$ cat config.mk
export PLATFORM = sky130hd
export DESIGN_NAME = mv_row_sequencer
export DESIGN_NICKNAME = d
export VERILOG_FILES = /design/src/rtl/mv_row_sequencer.sv
export SDC_FILE = /design/constraint.sdc
export NUM_CORES = 1
export LEC_CHECK = 0
export CORE_ASPECT_RATIO = 1.4
export CORE_MARGIN = 2
export CORE_UTILIZATION = 35
export CTS_CLUSTER_DIAMETER = 120
export CTS_CLUSTER_SIZE = 40
export DETAILED_ROUTE_END_ITERATION = 8
export PLACE_DENSITY = 0.75
export SYNTH_ARGS = -nofsm -noshare
export SYNTH_HDL_FRONTEND = slang
export SYNTH_SLANG_ARGS = --single-unit
$ cat constraint.sdc
create_clock -name clk -period 2.7 [get_ports clk]
set_input_delay 0.27 -clock clk [delete_from_list [all_inputs] [get_ports clk]]
set_output_delay 0.27 -clock clk [all_outputs]
set_load 0.005 [all_outputs]
$ cat src/rtl/mv_row_sequencer.sv
// mv_row_sequencer: feeds one matrix-vector MAC node column row by row and returns each row result over valid/ready.
module mv_row_sequencer #(
  parameter int ADDR_W  = 8,
  parameter int ROW_W   = 6,
  parameter int MAC_LAT = 3
) (
  input  logic                    clk,
  input  logic                    rst,
  input  logic                    start,
  input  logic [ADDR_W-1:0]       len,
  input  logic [ROW_W-1:0]        rows,
  input  logic                    sub_mode,
  input  logic                    cascade,
  output logic                    busy,
  output logic                    done,
  output logic                    rd_en,
  output logic [ADDR_W-1:0]       vec_addr,
  input  logic [24:0]             vec_rdata,
  output logic [ROW_W+ADDR_W-1:0] mat_addr,
  input  logic [17:0]             mat_rdata,
  output logic [24:0]             node_ain,
  output logic [17:0]             node_bin,
  output logic                    node_ce,
  output logic                    node_sclr,
  output logic                    node_subtract,
  output logic                    node_csel,
  input  logic [24:0]             node_res,
  output logic [24:0]             res_data,
  output logic [ROW_W-1:0]        res_row,
  output logic                    res_valid,
  input  logic                    res_ready
);
  typedef enum logic [2:0] {IDLE, CLEAR, STREAM, DRAIN, HOLD} state_t;
  state_t state_q, state_d;
  logic [ADDR_W-1:0] len_q, len_d, k_q, k_d;
  logic [ROW_W-1:0] rows_q, rows_d, row_q, row_d, res_row_q, res_row_d;
  logic sub_q, sub_d, csel_q, csel_d, vld_q, vld_d, rd_en_q, rd_en_d, ce_q, ce_d;
  logic sclr_q, sclr_d, busy_q, busy_d, done_q, done_d, res_valid_q, res_valid_d;
  logic [24:0] ain_q, ain_d, res_data_q, res_data_d;
  logic [17:0] bin_q, bin_d;
  logic go, last_k, last_drain, hs;
  always_comb begin
    go = start && len != '0 && rows != '0;
    last_k = k_q == len_q - ADDR_W'(1);
    last_drain = k_q == ADDR_W'(MAC_LAT + 2);
    hs = res_valid_q && res_ready;
    state_d = state_q;
    len_d = len_q;
    rows_d = rows_q;
    row_d = row_q;
    k_d = k_q;
    sub_d = sub_q;
    csel_d = csel_q;
    done_d = 1'b0;
    res_valid_d = res_valid_q;
    res_data_d = res_data_q;
    res_row_d = res_row_q;
    case (state_q)
      IDLE: if (go) begin
        state_d = CLEAR;
        len_d = len;
        rows_d = rows;
        sub_d = sub_mode;
        csel_d = cascade;
        row_d = '0;
      end
      CLEAR: begin
        state_d = STREAM;
        k_d = '0;
      end
      STREAM: begin
        k_d = last_k ? '0 : k_q + ADDR_W'(1);
        state_d = last_k ? DRAIN : STREAM;
      end
      DRAIN: begin
        k_d = last_drain ? '0 : k_q + ADDR_W'(1);
        state_d = last_drain ? HOLD : DRAIN;
        if (last_drain) begin
          res_data_d = node_res;
          res_row_d = row_q;
          res_valid_d = 1'b1;
        end
      end
      HOLD: if (hs) begin
        res_valid_d = 1'b0;
        if (row_q + ROW_W'(1) != rows_q) begin
          row_d = row_q + ROW_W'(1);
          state_d = CLEAR;
        end else begin
          state_d = IDLE;
          done_d = 1'b1;
          row_d = '0;
          len_d = '0;
          rows_d = '0;
          sub_d = 1'b0;
          csel_d = 1'b0;
        end
      end
      default: state_d = IDLE;
    endcase
    rd_en_d = state_d == STREAM;
    ce_d = state_d inside {CLEAR, STREAM, DRAIN};
    sclr_d = state_d == CLEAR;
    busy_d = state_d != IDLE;
    vld_d = rd_en_q;
    ain_d = vld_q ? vec_rdata : '0;
    bin_d = vld_q ? mat_rdata : '0;
  end
  always_ff @(posedge clk) begin
    if (rst) begin
      state_q <= IDLE;
      len_q <= '0;
      rows_q <= '0;
      row_q <= '0;
      k_q <= '0;
      sub_q <= 1'b0;
      csel_q <= 1'b0;
      vld_q <= 1'b0;
      rd_en_q <= 1'b0;
      ce_q <= 1'b0;
      sclr_q <= 1'b0;
      busy_q <= 1'b0;
      done_q <= 1'b0;
      res_valid_q <= 1'b0;
      res_data_q <= '0;
      res_row_q <= '0;
      ain_q <= '0;
      bin_q <= '0;
    end else begin
      state_q <= state_d;
      len_q <= len_d;
      rows_q <= rows_d;
      row_q <= row_d;
      k_q <= k_d;
      sub_q <= sub_d;
      csel_q <= csel_d;
      vld_q <= vld_d;
      rd_en_q <= rd_en_d;
      ce_q <= ce_d;
      sclr_q <= sclr_d;
      busy_q <= busy_d;
      done_q <= done_d;
      res_valid_q <= res_valid_d;
      res_data_q <= res_data_d;
      res_row_q <= res_row_d;
      ain_q <= ain_d;
      bin_q <= bin_d;
    end
  end
  assign busy = busy_q;
  assign done = done_q;
  assign rd_en = rd_en_q;
  assign vec_addr = k_q;
  assign mat_addr = {row_q, k_q};
  assign node_ain = ain_q;
  assign node_bin = bin_q;
  assign node_ce = ce_q;
  assign node_sclr = sclr_q;
  assign node_subtract = sub_q;
  assign node_csel = csel_q;
  assign res_data = res_data_q;
  assign res_row = res_row_q;
  assign res_valid = res_valid_q;
endmodule
==> flow_summary.rst <==
.. list-table::
   :header-rows: 1

   * - Metric
     - Value
   * - Number of flops mapped to enable cells by yosys
     - 0
   * - Cts-stage hold buffer count
     - 0
   * - Number of primary I/O pins
     - roughly 190
   * - Total Routing Usage GR
     - 0.181
   * - Number of H-tree levels
     - 4
   * - Number of distinct library cell variants in the gate-level netlist after synthesis
     - 54
   * - Worst slew margin relative to its limit
     - 0.610
   * - Fill cell instance count of the final layout
     - just over 1000
   * - Async S/R FF share, synth
     - 0
   * - Min-Delay Path Class
     - primary input to register
   * - Share of power burned in the clock network
     - 0.533
   * - Largest stage delay, worst path
     - 560 ps
   * - Fraction of final layout cells with drive strength greater than 1
     - 0.0911
   * - Worst path cell trace
     - or3b_2 > nor4_1 > a311oi_2 > nor4b_2 > nor4_4 > and2_1
   * - Sequential fraction of the synthesis area
     - 0.528
   * - Arrival time worst endpoint
     - roughly 2500 ps
   * - Worst-Skew Late Latency
     - 400 ps
   * - Kind of end point of the critical path
     - register
   * - Worst-case vdd ir drop
     - 0.000323 V
   * - Largest net degree at the start of global routing
     - 44
   * - Number of buffers inserted to repair setup after CTS
     - 0
   * - Internal power component
     - 3.61 mW
   * - Most frequently used flop master after synthesis
     - sky130_fd_sc_hd__dfxtp_1
   * - Smallest setup slack after layout
     - 449 ps
   * - Layout net count
     - between 700 and 800
   * - Crit share post-route
     - 0.834
   * - Status
     - completed
   * - Via count
     - 3785
   * - Crit path max-delay family
     - simple AND/OR/NAND/NOR gates
   * - Vertical die dimension
     - about 140 um
   * - Die outline width
     - 97.9 um
   * - Register bit total from synthesis
     - 114
   * - Number of failing setup endpoints in the final timing report
     - 0
   * - Kind of launch point of the worst setup path
     - register
   * - Wire length of the first global-routing pass
     - about 19000 um
   * - Number of global-route vias before repair
     - 3826
   * - Average vias per placed instance
     - 4.81
   * - Unrepaired setup endpoints after global routing
     - false
   * - Initial DRC Count
     - between 100 and 150
   * - PwrDens
     - ~650 nW/um^2
   * - Final number of max-transition violations
     - 0
   * - Routed wire per std cell
     - 15.4 um
   * - Number of sinks on the clock net
     - about 110
   * - Post-detailed-routing wire length
     - 12100 um
   * - Maximum fanout along the worst path
     - 11
   * - Total half-perimeter wirelength after legalization and detailed placement
     - 8960 um
   * - Diodes inserted
     - 0
   * - Leakage component of the power
     - around 2.6 nW
   * - Row Count
     - 48
   * - Netlist area before placement
     - between 4000 and 5000 um^2
   * - Max Freq
     - around 0.44 GHz
   * - Post-synthesis net count
     - 531
   * - Synth area leader
     - sky130_fd_sc_hd__dfxtp_1
   * - Number of buffers added on ports
     - 191
   * - Syn Area/Cell
     - 9.85 um^2
   * - Area share of the leading cell type in the synthesized netlist
     - 0.528
   * - Number of warnings issued by yosys
     - 0
   * - Clock-pin slew on the worst setup and hold paths
     - 60 ps
   * - Number of antenna violations at the first check in global routing
     - 0
   * - Transition time of the tightest slew-check pin
     - 585 ps
   * - Count of nets left with antenna violations after detail routing
     - 0
   * - Die area
     - 13300 um^2
   * - Buffers from clock root to sink, at most
     - 2
   * - Clock tree from TritonCTS
     - done
   * - Number of failing hold endpoints at the final stage
     - 0
   * - Detailed Routing Iterations Pass 1
     - 4
   * - CP max stage cell
     - sky130_fd_sc_hd__dfxtp_1
   * - Dominant cells by area after synthesis
     - sky130_fd_sc_hd__dfxtp_1 53%, sky130_fd_sc_hd__and2_1 6.9%, sky130_fd_sc_hd__nand2_1 6.7%
   * - Detailed-route DRC error count
     - 0
   * - Number of cells upsized or downsized after cts
     - 0
   * - Switch share
     - 0.199
   * - Switching pwr
     - about 900 uW
   * - Remaining Overflow, GRT
     - 0
   * - Critical setup path kind
     - register to register
   * - Effective utilization at floorplan
     - 0.355
   * - Growth of design area from synthesis to finish
     - 60.3%
   * - Routability Congestion
     - slightly above 0.8
   * - Cell count after synthesis
     - between 400 and 500
   * - Clk_skew
     - 11.0 ps
   * - Placeable core region
     - 12200 um^2
   * - Count of maximum capacitance violations
     - 0
   * - Tmin final
     - 2250 ps
   * - Share of power burned in combinational logic
     - 0.078
   * - Cell chosen for the clock root
     - sky130_fd_sc_hd__clkbuf_16
   * - Setup Slack @ Placement
     - 198 ps
   * - Share of total power in sequential cells
     - 0.389
   * - Required time of the critical path
     - 2980 ps
   * - Setup TNS Final
     - 0 ps
   * - CTS Buf Count
     - 17
   * - CP Buf/Inv Count
     - 0
cells in the mapped netlist (2+ instances only):
cell	instances
sky130_fd_sc_hd__a211oi_1	2
sky130_fd_sc_hd__a21oi_1	37
sky130_fd_sc_hd__a22o_1	21
sky130_fd_sc_hd__and2_1	48
sky130_fd_sc_hd__and2b_2	4
sky130_fd_sc_hd__and3_1	6
sky130_fd_sc_hd__buf_2	3
sky130_fd_sc_hd__buf_4	9
sky130_fd_sc_hd__clkbuf_1	14
sky130_fd_sc_hd__clkbuf_8	2
sky130_fd_sc_hd__dfxtp_1	114
sky130_fd_sc_hd__ha_1	4
sky130_fd_sc_hd__inv_1	4
sky130_fd_sc_hd__nand2_1	77
sky130_fd_sc_hd__nand3_1	8
sky130_fd_sc_hd__nor2_1	13
sky130_fd_sc_hd__nor2b_1	6
sky130_fd_sc_hd__nor3_1	5
sky130_fd_sc_hd__nor3b_1	2
sky130_fd_sc_hd__nor4_1	3
sky130_fd_sc_hd__nor4_4	2
sky130_fd_sc_hd__o21ai_1	2
sky130_fd_sc_hd__o221ai_1	5
sky130_fd_sc_hd__xnor2_1	11
sky130_fd_sc_hd__xnor3_1	3
sky130_fd_sc_hd__xor2_1	6
cells by family (layout without fill, tap and decap cells):
logic type | Yosys count | count (layout) | share of synthesized area
AOI/OAI and AO/OA | 78 | 78 | 0.126
xor gates and xnor gates | 20 | 20 | 0.0501
adders and majority gates | 4 | 4 | 0.0116
buffers and inverters | 34 | 232 | 0.0446
DFF | 114 | 114 | 0.528
muxes | 1 | 1 | 0.00260
and+or+nand+nor | 188 | 188 | 0.237
stage by stage:
stage / hold slack [ps] / total power [mW] / utilization / instances / area, um^2
after floorplan: 392 / 1.94 / - / 439 / 4320
after global placement: 442 / 2.13 / 0.515 / 756 / 6280
after detailed placement: 450 / 2.14 / 0.515 / 756 / 6280
after CTS: 276 / 4.55 / 0.568 / 787 / 6930
after global routing: 291 / 4.66 / 0.568 / 787 / 6930
final: 301 / 4.50 / 0.568 / 787 / 6930
flip-flops by register name (all words and copies together), names as in the netlist, 3 cells and up:
register / count
res_data: 25
len_q: 8
res_row: 6
node_bin: 18
state_q: 3
vec_addr: 8
row_q: 6
rows_q: 6
node_ain: 25
final timing paths:
kind	startpoint	endpoint	slack (ps)	cells after the start
worst max-delay path	vec_addr[5]$_SDFFE_PP0P_	rd_en$_SDFF_PP0_	450	6
worst min-delay path	rst	res_data[8]$_SDFFE_PP0P_	300	2
worst max register to register	vec_addr[5]$_SDFFE_PP0P_	rd_en$_SDFF_PP0_	450	6
worst min register to register	res_row[5]$_SDFFE_PP0P_	res_row[5]$_SDFFE_PP0P_	450	2
placed cells by master, fill, tap and decap left out, drive strengths merged, types with 2 or more instances in the layout:
cell type	synthesis	routed
and3	7	7
clkdlybuf4s50	0	190
or4	2	2
clkbuf	16	23
clkinvlp	0	2
buf	13	6
nor3	6	6
nand2	77	77
inv	4	4
o221ai	5	5
nor2b	6	6
dfxtp	114	114
xnor2	11	11
and2	48	48
o31a	2	2
xnor3	3	3
bufinv	0	4
nor4	6	6
a22o	21	21
a211oi	3	3
o21ai	4	4
ha	4	4
nand3	8	8
and2b	4	4
clkinv	1	3
nor2	15	15
a21oi	37	37
xor2	6	6
nor3b	2	2
power groups by stage:
| stage | logic [mW] | clock network, mW | registers [mW] |
|---|---|---|---|
| after global routing | 0.380 | 2.52 | 1.76 |
| final | 0.352 | 2.40 | 1.75 |
| after CTS | 0.354 | 2.44 | 1.75 |
| after global placement | 0.343 | 0 | 1.79 |
| after detailed placement | 0.351 | 0 | 1.79 |
| after floorplan | 0.157 | 0 | 1.78 |
routing by layer:
layer | global-route usage | part of all wire | up-vias
li1 | - | - | 1864
met1 | 0.190 | 0.38 | 1759
met2 | 0.332 | 0.53 | 148
met3 | 0.0588 | 0.068 | 14
met4 | 0.0764 | 0.022 | 0
met5 | 0 | 0 | -
area by class of cell:
type                    instances  area, um^2  area share
clock buffers                  23         498      0.0719
clock inverters                 8         149      0.0215
inverters                       5        18.8     0.00271
multi-input cells             291        1850       0.267
flip-flops and latches        114        2280       0.329
well taps                     150         188      0.0271
repair buffers                196        1940       0.281
No activity file was read; power rests on OpenSTA's default activity.
